### src/rtl/slv_guard_rst_ctrl.sv
// slv_guard_rst_ctrl
// Reset sequencer placed after the slave guard's reset request. When a reset
// is requested it closes the AW/AR channels to the subordinate, lets
// outstanding transactions drain (bounded by drain_budget_i), pulses
// sub_rst_o for RstCycles, waits RecoverCycles, then reopens traffic.
// Only handshakes are observed; payload wiring stays outside this block.
//
// Ports
//   clk_i, rst_i                 clock, synchronous active-high reset
//   rst_req_i                    reset request level from the guard
//   drain_budget_i               drain cycles allowed before a forced reset
//   mst_aw_valid_i/mst_aw_ready_o, slv_aw_valid_o/slv_aw_ready_i   AW gating
//   mst_ar_valid_i/mst_ar_ready_o, slv_ar_valid_o/slv_ar_ready_i   AR gating
//   b_valid_i/b_ready_i          B handshake (write completion)
//   r_valid_i/r_ready_i/r_last_i R handshake (read completion on last beat)
//   sub_rst_o                    reset to the subordinate
//   busy_o                       sequence in progress
//   rst_done_o                   one-cycle pulse when the sequence ends
//   drain_timeout_o              last drain ended by timeout (sticky)
module slv_guard_rst_ctrl #(
  parameter int MaxOutstanding = 16,
  parameter int CntWidth       = 10,
  parameter int RstCycles      = 8,
  parameter int RecoverCycles  = 4,
  parameter int OutCntWidth    = $clog2(MaxOutstanding + 1)
) (
  input  logic                clk_i,
  input  logic                rst_i,
  input  logic                rst_req_i,
  input  logic [CntWidth-1:0] drain_budget_i,
  input  logic                mst_aw_valid_i,
  output logic                mst_aw_ready_o,
  output logic                slv_aw_valid_o,
  input  logic                slv_aw_ready_i,
  input  logic                mst_ar_valid_i,
  output logic                mst_ar_ready_o,
  output logic                slv_ar_valid_o,
  input  logic                slv_ar_ready_i,
  input  logic                b_valid_i,
  input  logic                b_ready_i,
  input  logic                r_valid_i,
  input  logic                r_ready_i,
  input  logic                r_last_i,
  output logic                sub_rst_o,
  output logic                busy_o,
  output logic                rst_done_o,
  output logic                drain_timeout_o
);

  localparam int PhMax = (RstCycles > RecoverCycles) ? RstCycles : RecoverCycles;
  localparam int PhW   = $clog2(PhMax + 1);

  localparam logic [OutCntWidth-1:0] CntMax  = OutCntWidth'(MaxOutstanding);
  localparam logic [PhW-1:0]         RstLast = PhW'(RstCycles - 1);
  localparam logic [PhW-1:0]         RecLast = PhW'(RecoverCycles - 1);

  typedef enum logic [1:0] {
    ST_IDLE    = 2'd0,
    ST_ISOLATE = 2'd1,
    ST_RESET   = 2'd2,
    ST_RECOVER = 2'd3
  } state_t;

  state_t                 r_state;
  logic [CntWidth-1:0]    r_timer;
  logic [PhW-1:0]         r_phase;
  logic                   r_sub_rst;
  logic                   r_done;
  logic                   r_timeout;
  logic [OutCntWidth-1:0] r_wr_cnt;
  logic [OutCntWidth-1:0] r_rd_cnt;
  logic                   r_aw_pend;
  logic                   r_ar_pend;

  logic w_aw_gate;
  logic w_ar_gate;
  logic w_aw_fire;
  logic w_ar_fire;
  logic w_b_fire;
  logic w_r_fire;
  logic w_drained;
  logic w_timer_hit;
  logic w_enter_reset;
  logic w_clear_track;

  // Channel gating: an address already presented to the subordinate keeps
  // its path open until accepted, so isolation never withdraws a valid.
  assign w_aw_gate = ((r_state != ST_IDLE) || (r_wr_cnt == CntMax)) && !r_aw_pend;
  assign w_ar_gate = ((r_state != ST_IDLE) || (r_rd_cnt == CntMax)) && !r_ar_pend;

  assign slv_aw_valid_o = mst_aw_valid_i & ~w_aw_gate;
  assign mst_aw_ready_o = slv_aw_ready_i & ~w_aw_gate;
  assign slv_ar_valid_o = mst_ar_valid_i & ~w_ar_gate;
  assign mst_ar_ready_o = slv_ar_ready_i & ~w_ar_gate;

  assign w_aw_fire = slv_aw_valid_o & slv_aw_ready_i;
  assign w_ar_fire = slv_ar_valid_o & slv_ar_ready_i;
  // Completions at a zero count are ignored so the counters cannot underflow.
  assign w_b_fire  = b_valid_i & b_ready_i & (r_wr_cnt != '0);
  assign w_r_fire  = r_valid_i & r_ready_i & r_last_i & (r_rd_cnt != '0);

  assign w_drained     = (r_wr_cnt == '0) && (r_rd_cnt == '0) && !r_aw_pend && !r_ar_pend;
  assign w_timer_hit   = (r_timer == drain_budget_i);
  assign w_enter_reset = (r_state == ST_ISOLATE) && (w_drained || w_timer_hit);
  // Tracking is wiped as RESET is entered and held at zero throughout RESET,
  // so anything the subordinate does while in reset is disregarded.
  assign w_clear_track = w_enter_reset || (r_state == ST_RESET);

  assign sub_rst_o       = r_sub_rst;
  assign busy_o          = (r_state != ST_IDLE);
  assign rst_done_o      = r_done;
  assign drain_timeout_o = r_timeout;

  // Outstanding transaction tracking
  always_ff @(posedge clk_i) begin
    if (rst_i || w_clear_track) begin
      r_wr_cnt  <= '0;
      r_rd_cnt  <= '0;
      r_aw_pend <= 1'b0;
      r_ar_pend <= 1'b0;
    end else begin
      case ({w_aw_fire, w_b_fire})
        2'b10:   if (r_wr_cnt != CntMax) r_wr_cnt <= r_wr_cnt + 1'b1;
        2'b01:   r_wr_cnt <= r_wr_cnt - 1'b1;
        default: r_wr_cnt <= r_wr_cnt;
      endcase
      case ({w_ar_fire, w_r_fire})
        2'b10:   if (r_rd_cnt != CntMax) r_rd_cnt <= r_rd_cnt + 1'b1;
        2'b01:   r_rd_cnt <= r_rd_cnt - 1'b1;
        default: r_rd_cnt <= r_rd_cnt;
      endcase
      if (w_aw_fire)           r_aw_pend <= 1'b0;
      else if (slv_aw_valid_o) r_aw_pend <= 1'b1;
      if (w_ar_fire)           r_ar_pend <= 1'b0;
      else if (slv_ar_valid_o) r_ar_pend <= 1'b1;
    end
  end

  // Sequencer
  always_ff @(posedge clk_i) begin
    if (rst_i) begin
      r_state   <= ST_IDLE;
      r_timer   <= '0;
      r_phase   <= '0;
      r_sub_rst <= 1'b0;
      r_done    <= 1'b0;
      r_timeout <= 1'b0;
    end else begin
      r_done <= 1'b0;
      case (r_state)
        ST_IDLE: begin
          if (rst_req_i) begin
            r_state   <= ST_ISOLATE;
            r_timer   <= '0;
            r_timeout <= 1'b0;
          end
        end
        ST_ISOLATE: begin
          // A clean drain wins over an expiring budget in the same cycle.
          if (w_drained) begin
            r_state   <= ST_RESET;
            r_sub_rst <= 1'b1;
            r_phase   <= '0;
          end else if (w_timer_hit) begin
            r_state   <= ST_RESET;
            r_sub_rst <= 1'b1;
            r_phase   <= '0;
            r_timeout <= 1'b1;
          end else begin
            r_timer <= r_timer + 1'b1;
          end
        end
        ST_RESET: begin
          if (r_phase == RstLast) begin
            r_state   <= ST_RECOVER;
            r_sub_rst <= 1'b0;
            r_phase   <= '0;
          end else begin
            r_phase <= r_phase + 1'b1;
          end
        end
        ST_RECOVER: begin
          if (r_phase == RecLast) begin
            r_state <= ST_IDLE;
            r_done  <= 1'b1;
            r_phase <= '0;
          end else begin
            r_phase <= r_phase + 1'b1;
          end
        end
        default: begin
          r_state   <= ST_IDLE;
          r_sub_rst <= 1'b0;
        end
      endcase
    end
  end

endmodule

### config.mk
export PLATFORM = sky130hd
export DESIGN_NAME = slv_guard_rst_ctrl
export DESIGN_NICKNAME = d
export VERILOG_FILES = /design/src/rtl/slv_guard_rst_ctrl.sv
export SDC_FILE = /design/constraint.sdc
export NUM_CORES = 1
export LEC_CHECK = 0
export CAP_MARGIN = 10
export CELL_PAD_IN_SITES_DETAIL_PLACEMENT = 1
export CELL_PAD_IN_SITES_GLOBAL_PLACEMENT = 2
export CORE_MARGIN = 10
export CORE_UTILIZATION = 25
export CTS_CLUSTER_DIAMETER = 60
export CTS_CLUSTER_SIZE = 16
export DETAILED_ROUTE_END_ITERATION = 8
export PLACE_DENSITY_LB_ADDON = 0.2
export REMOVE_ABC_BUFFERS = 1
export SYNTH_ARGS = -nofsm -noshare
export SYNTH_HDL_FRONTEND = slang
export SYNTH_SLANG_ARGS = --single-unit
### constraint.sdc
create_clock -name clk_i -period 3.7 [get_ports clk_i]
set_input_delay 0.74 -clock clk_i [delete_from_list [all_inputs] [get_ports clk_i]]
set_output_delay 0.74 -clock clk_i [all_outputs]
set_load 0.005 [all_outputs]
==> flow_summary.ini <==
[clock_tree]
clk_latency_ns = 0.28
cts_root_buffer = clkbuf_8
htreeDepth = 2
cts_made_buffers = 5
clockBufferDepth = 2
clock_sinks = 31
clk_pin_slew_ns = 0.07
cts_tree = built
ctsResizeCount = 0
postCtsSetupBuffers = 0
cts_hold_buf = 0

[logic_synthesis]
synth_area_leaders = dfxtp_1 (30%), xor2_1 (7.5%), ha_1 (5.4%)
synth_area_um2 = 2100
avgSynthCellArea_um2 = 8.50
ys_types = 59
ys_seq_area_share_pct = 29.6
synthFlopType = dfxtp_1
synth_top_area_share_pct = 29.6
synth_edf_count = 0
synthCells = 247
synth-seq-cells = 31
async_flop_share_pct = 0
yosys_warnings = 0
synth_top_area_cell = dfxtp_1

[critical_path]
cp-end-kind = flip-flop
cp-start-kind = input port
worstSetupPathType = input port to flip-flop
worstPathRequired_ns = 3.88
arrival_ns = 3.32
worst-path-max-fanout = 6

[min_path]
worstHoldPathType = flip-flop to flip-flop

[routing]
drt_iter0_markers = 21
dr.pass1.iters = 4
wire_per_inst_um = 15.0
detail-route-antenna-nets = 0
wl_um = 5760
viasPerCell = 4.85
post-route-drc-count = 0
vias = 1859

[power]
p_sw_uw = 804
pwr-share-clk_pct = 18.9
p_int_uw = 1060
combPwrFrac_pct = 54.2
pwr_density_cell_nw_per_um2 = 710
power.total_uw = 1860
ir_drop_mv = 0.340
swShare_pct = 43.2
leakage_uw = 0.00101
power_frac_seq_pct = 26.8

[placement]
io_buffers = 29
dp_hpwl_um = 4510
routabilityCongestion = 0.747
dpl_cell_area_um2 = 2510

[global_route]
grt_first_pass_wirelength_um = 9720
grt_pass1_vias = 1922
grt_overflow = 0
antenna_found_initial = 0
grtUsageTotal_pct = 9.36
grt_max_degree = 11

[floorplan]
initial_utilization_pct = 25.7
placementRows = 33
die_x_um = 112
dieHeight_um = 112
die_area_um2 = 12500
core_region_area_um2 = 8180
io_pins = 30

[sta]
setup_violations = 0
slew_headroom_pct = 65.1
rsz0062_at_grt = no
slew_viol_final = 0
finClkSkew_ns = 0.00659
fin_tns_setup_ns = 0
hold_viol = 0
min_period_over_period_pct = 84.7
period_needed_ns = 3.14
tightest_slew_ns = 0.523
fmax_mhz = 319

[run]
cap_violations = 0

[cells_and_area]
final_cell_mix = dfxtp_1 (31), clkdlybuf4s50_1 (29), nor2_1 (25), xor2_1 (18), nand3_1 (16)
mostFrequentLayoutCell = dfxtp_1
nNetsFinal = 308
diodes = 0
final_area_um2 = 2630
syn2layout_area_growth_pct = 25.0
layout-drive-gt1-share_pct = 11.5

[outcome]
outcome = finished, final reports clean
power groups by stage:
stage          logic (uW)  registers (uW)  clock network [uW]
6_report             1010             500                 353
5_1_grt              1130             513                 388
4_1_cts              1030             499                 371
3_5_place_dp         1020             507                   0
3_3_place_gp         1020             509                   0
2_1_floorplan         720             481                   0
critical path, cell delays in order:
cell	delay (ns)
clkdlybuf4s50_1	0.56
nand3_1	0.12
o21ai_0	0.29
nor2_1	0.17
xor2_1	0.17
ha_1	0.25
or4_1	0.40
o21ai_0	0.17
o22ai_1	0.11
a2111oi_2	0.34
registers in the layout, indices dropped and copies added, names as in the netlist, 2 cells and up:
register	cells
r_phase	4
r_rd_cnt	5
r_timer	10
r_state	2
r_wr_cnt	5
routing by layer:
metal,global-route usage (%),wire (um)
met1,12.0,2890
met2,14.6,2650
met3,3.11,148
met4,2.49,68
met5,0,0
worst paths after layout:
check | from | to | slack (ns) | cells after the start
max | mst_ar_valid_i | r_rd_cnt[4] | 0.56 | 10
min | r_phase[1] | r_phase[1] | 0.49 | 2
max reg2reg | r_state[0] | r_rd_cnt[4] | 0.60 | 11
min reg2reg | r_phase[1] | r_phase[1] | 0.49 | 2
cell usage after synthesis, types with 8 or more instances:
| library cell | number |
|---|---|
| xnor2_1 | 9 |
| a21oi_1 | 11 |
| nor2_1 | 25 |
| o21ai_0 | 8 |
| and3_1 | 8 |
| nand3_1 | 16 |
| ha_1 | 9 |
| xor2_1 | 18 |
| dfxtp_1 | 31 |
| nand2_1 | 13 |
kinds of logic (layout without fill, tap and decap cells):
kind of cell	Yosys count	in the layout	share of synthesized area, %
xor gates and xnor gates	27	27	11.3
adders and majority gates	9	9	5.36
and+or+nand+nor	105	105	28.1
buffers and inverters	16	47	3.16
AOI/OAI and AO/OA	54	54	20.1
muxes	5	5	2.44
DFF	31	31	29.6
cell type report:
| cell class | instances | area [um^2] |
|---|---|---|
| repair buffers | 33 | 320 |
| clock buffers | 6 | 82.6 |
| flip-flops and latches | 31 | 621 |
| clock inverters | 2 | 35.0 |
| fillers | 967 | 5550 |
| well taps | 105 | 131 |
| inverters | 6 | 22.5 |
| multi-input cells | 200 | 1410 |
stage by stage:
step           setup WS (ns)  hold WS [ns]  instances  utilization, %
2_1_floorplan          0.966         0.457        237               -
3_3_place_gp           0.350         0.477        375            30.7
3_5_place_dp           0.267         0.487        375            30.7
4_1_cts                0.550         0.500        383            32.1
5_1_grt                0.279         0.534        383            32.1
6_report               0.565         0.491        383            32.1
No activity file was read; power rests on OpenSTA's default activity.
==> patch: new RTL, same flow settings <==
Set the parameter `CntWidth` to 5 (it was 10).
--- a/src/rtl/slv_guard_rst_ctrl.sv
+++ b/src/rtl/slv_guard_rst_ctrl.sv
@@ -21,3 +21,3 @@
   parameter int MaxOutstanding = 16,
-  parameter int CntWidth       = 10,
+  parameter int CntWidth       = 5,
   parameter int RstCycles      = 8,
Interface: changed (resized drain_budget_i); port bits go from 30 to 25. No check against the original RTL was run, so the function may have changed too.
==> patch against the unedited design <==
  * Design area fell by 10%
  * Sequential cell count fell by 5
  * Area after synthesis down 8.2%
  * Global-route usage grew 0.69 points
  * Worst setup slack lost 0.10 ns
  * Total power shrank 25%
  * Via count rose by 1.7%
  * Sequential share of layout area shrank 1.6 points
  * Routed wire length decreased by 3.9%
  * Sequential power fell by 17%
  * Clock skew rose by 0.0018 ns
  * Synthesized cell count shrank 1.6%
  * Highest routed layer unchanged
==> patch: results (changes against the unedited design) <==
mean routed wirelength per cell = 15.1 µm (+0.60%)
HPWL after detailed placement = 4260 µm (-5.5%)
worst rel slew slack = 59.5% (-5.6 points)
Slowest-stage cell, CP = or4_4
clk root buf = clkbuf_8
clk_lat worst skew = 0.28 ns (about the same)
Max clock buf depth = 2 (unchanged)
CTS H-tree depth = 1 (-1)
largest cells by area after synthesis = dfxtp_1 27%, o21ai_0 6.2%, ha_1 5.8%
Gate Count Post-Synth = 243 (-1.6%)
leakage = 0.000816 µW (-19%)
total CTS buffers = 3 (-2)
placed instance count = 362 (-3.5%)
slowest stage delay, CP = 0.59 ns (+0.03 ns)
Pre-antenna DRT Iters = 4 (unchanged)
Netlist cell types = 48 (-19%)
total track usage = 10.1% (+0.69 points)
worst-path fanout max = 8 (+2)
family with the most delay on the worst path = simple AND/OR/NAND/NOR gates
CP arrival = 3.45 ns (+0.13 ns)
biggest regs = r_rd_cnt (5), r_timer (5), r_wr_cnt (5)
status = finished clean
Final nets = 294 (-4.5%)
RePlAce Congestion = 0.736 (-1.4%)
global-route wire length before repair = 9820 µm (+0.99%)
part of the Yosys area used for sequential elements = 27.0% (-2.6 points)
# resized after CTS = 0 (unchanged)
vias in the first global route = 1,991 (+3.6%)
worst vdd ir = 211 µV (-38%)
1st-iter DRT viols = 33 (+57%)
largest net degree at the start of global routing = 19 (+8)
share of cells above drive strength 1 = 7.49% (-4.0 points)
Antenna diodes = 0 (unchanged)
Post-CTS Setup Inserts = 0 (unchanged)
initial antenna violation count = 0 (unchanged)
Finished Layout Cells = 366 (-4.4%)
routed vias = 1,891 (+1.7%)
Hold Crit Class = register to register
Port-buffer cells = 24 (-17%)
synth cell count leaders = 26 x dfxtp_1, 24 x o21ai_0, 20 x a21oi_1
clock slew at reported path FFs = 0.11 ns (+0.04 ns)
ys async rst share = 0% (unchanged)
synth warn = 0 (unchanged)
Clock Skews = 0.00841 ns (+0.00182 ns)
## patch: metal layers
layer	vias to the layer above	track usage, %	part of all wire (%)
met5	-	0	0
met4	0	3.15	0.87
met3	2	1.62	3.1
met2	21	15.6	44
met1	906	13.8	52
li1	962	-	-
## patch: path summary, 6_finish.rpt
kind	end	depth (start not counted)	start	slack, ns
min	sub_rst_o$_SDFFE_PP0P_	2	sub_rst_o$_SDFFE_PP0P_	0.46
max	r_rd_cnt[4]$_SDFFE_PP0P_	9	r_rd_cnt[0]$_SDFFE_PP0P_	0.46
min reg2reg	sub_rst_o$_SDFFE_PP0P_	2	sub_rst_o$_SDFFE_PP0P_	0.46
max reg2reg	r_rd_cnt[4]$_SDFFE_PP0P_	9	r_rd_cnt[0]$_SDFFE_PP0P_	0.46
## patch: kinds of logic (layout without fill, tap and decap cells)
logic type	count (synthesis)	after routing	share of synthesized area, %
AO/OA/AOI/OAI	85	85	28.3
XOR/XNOR	7	7	3.18
adder cells (fa/ha/maj)	9	9	5.84
buffers and inverters	21	45	5.00
flip-flops	26	26	27.0
multiplexers	11	11	5.71
AND/OR/NAND/NOR	84	84	25.0
## patch: layout make-up
class | instances | area [µm²]
well taps | 99 | 124
flip-flops and latches | 26 | 520
multi-input cells | 196 | 1310
inverters | 10 | 37.5
clock buffers | 3 | 41.3
clock inverters | 1 | 30.0
repair buffers | 31 | 293
fillers | 890 | 5010
## patch: stage by stage
stage,area [µm²],setup WS [ns],power [µW],utilization (%),hold WS (ns)
after floorplan,1870,0.715,878,-,0.438
after detailed placement,2290,0.222,1160,31.0,0.444
after global placement,2290,0.304,1170,31.0,0.445
after global routing,2360,0.235,1540,32.0,0.492
after CTS,2360,0.475,1430,32.0,0.466
final,2360,0.462,1400,32.0,0.459
## patch: worst register-to-register path: stages, from the launching register on
cell      delay (ns)
dfxtp_1         0.40
or4_4           0.59
o21ai_1         0.43
nor2_1          0.12
xor2_1          0.16
ha_1            0.23
or4_1           0.41
or3_1           0.31
a211oi_1        0.32
mux2i_1         0.21
## patch: power breakdown
| group | internal [µW] | total [µW] | leakage [µW] | switching, µW |
|---|---|---|---|---|
| registers | 331 | 415 | 0.000211 | 84.2 |
| clock network | 145 | 247 | 0.0000357 | 102 |
| logic | 327 | 737 | 0.000570 | 410 |
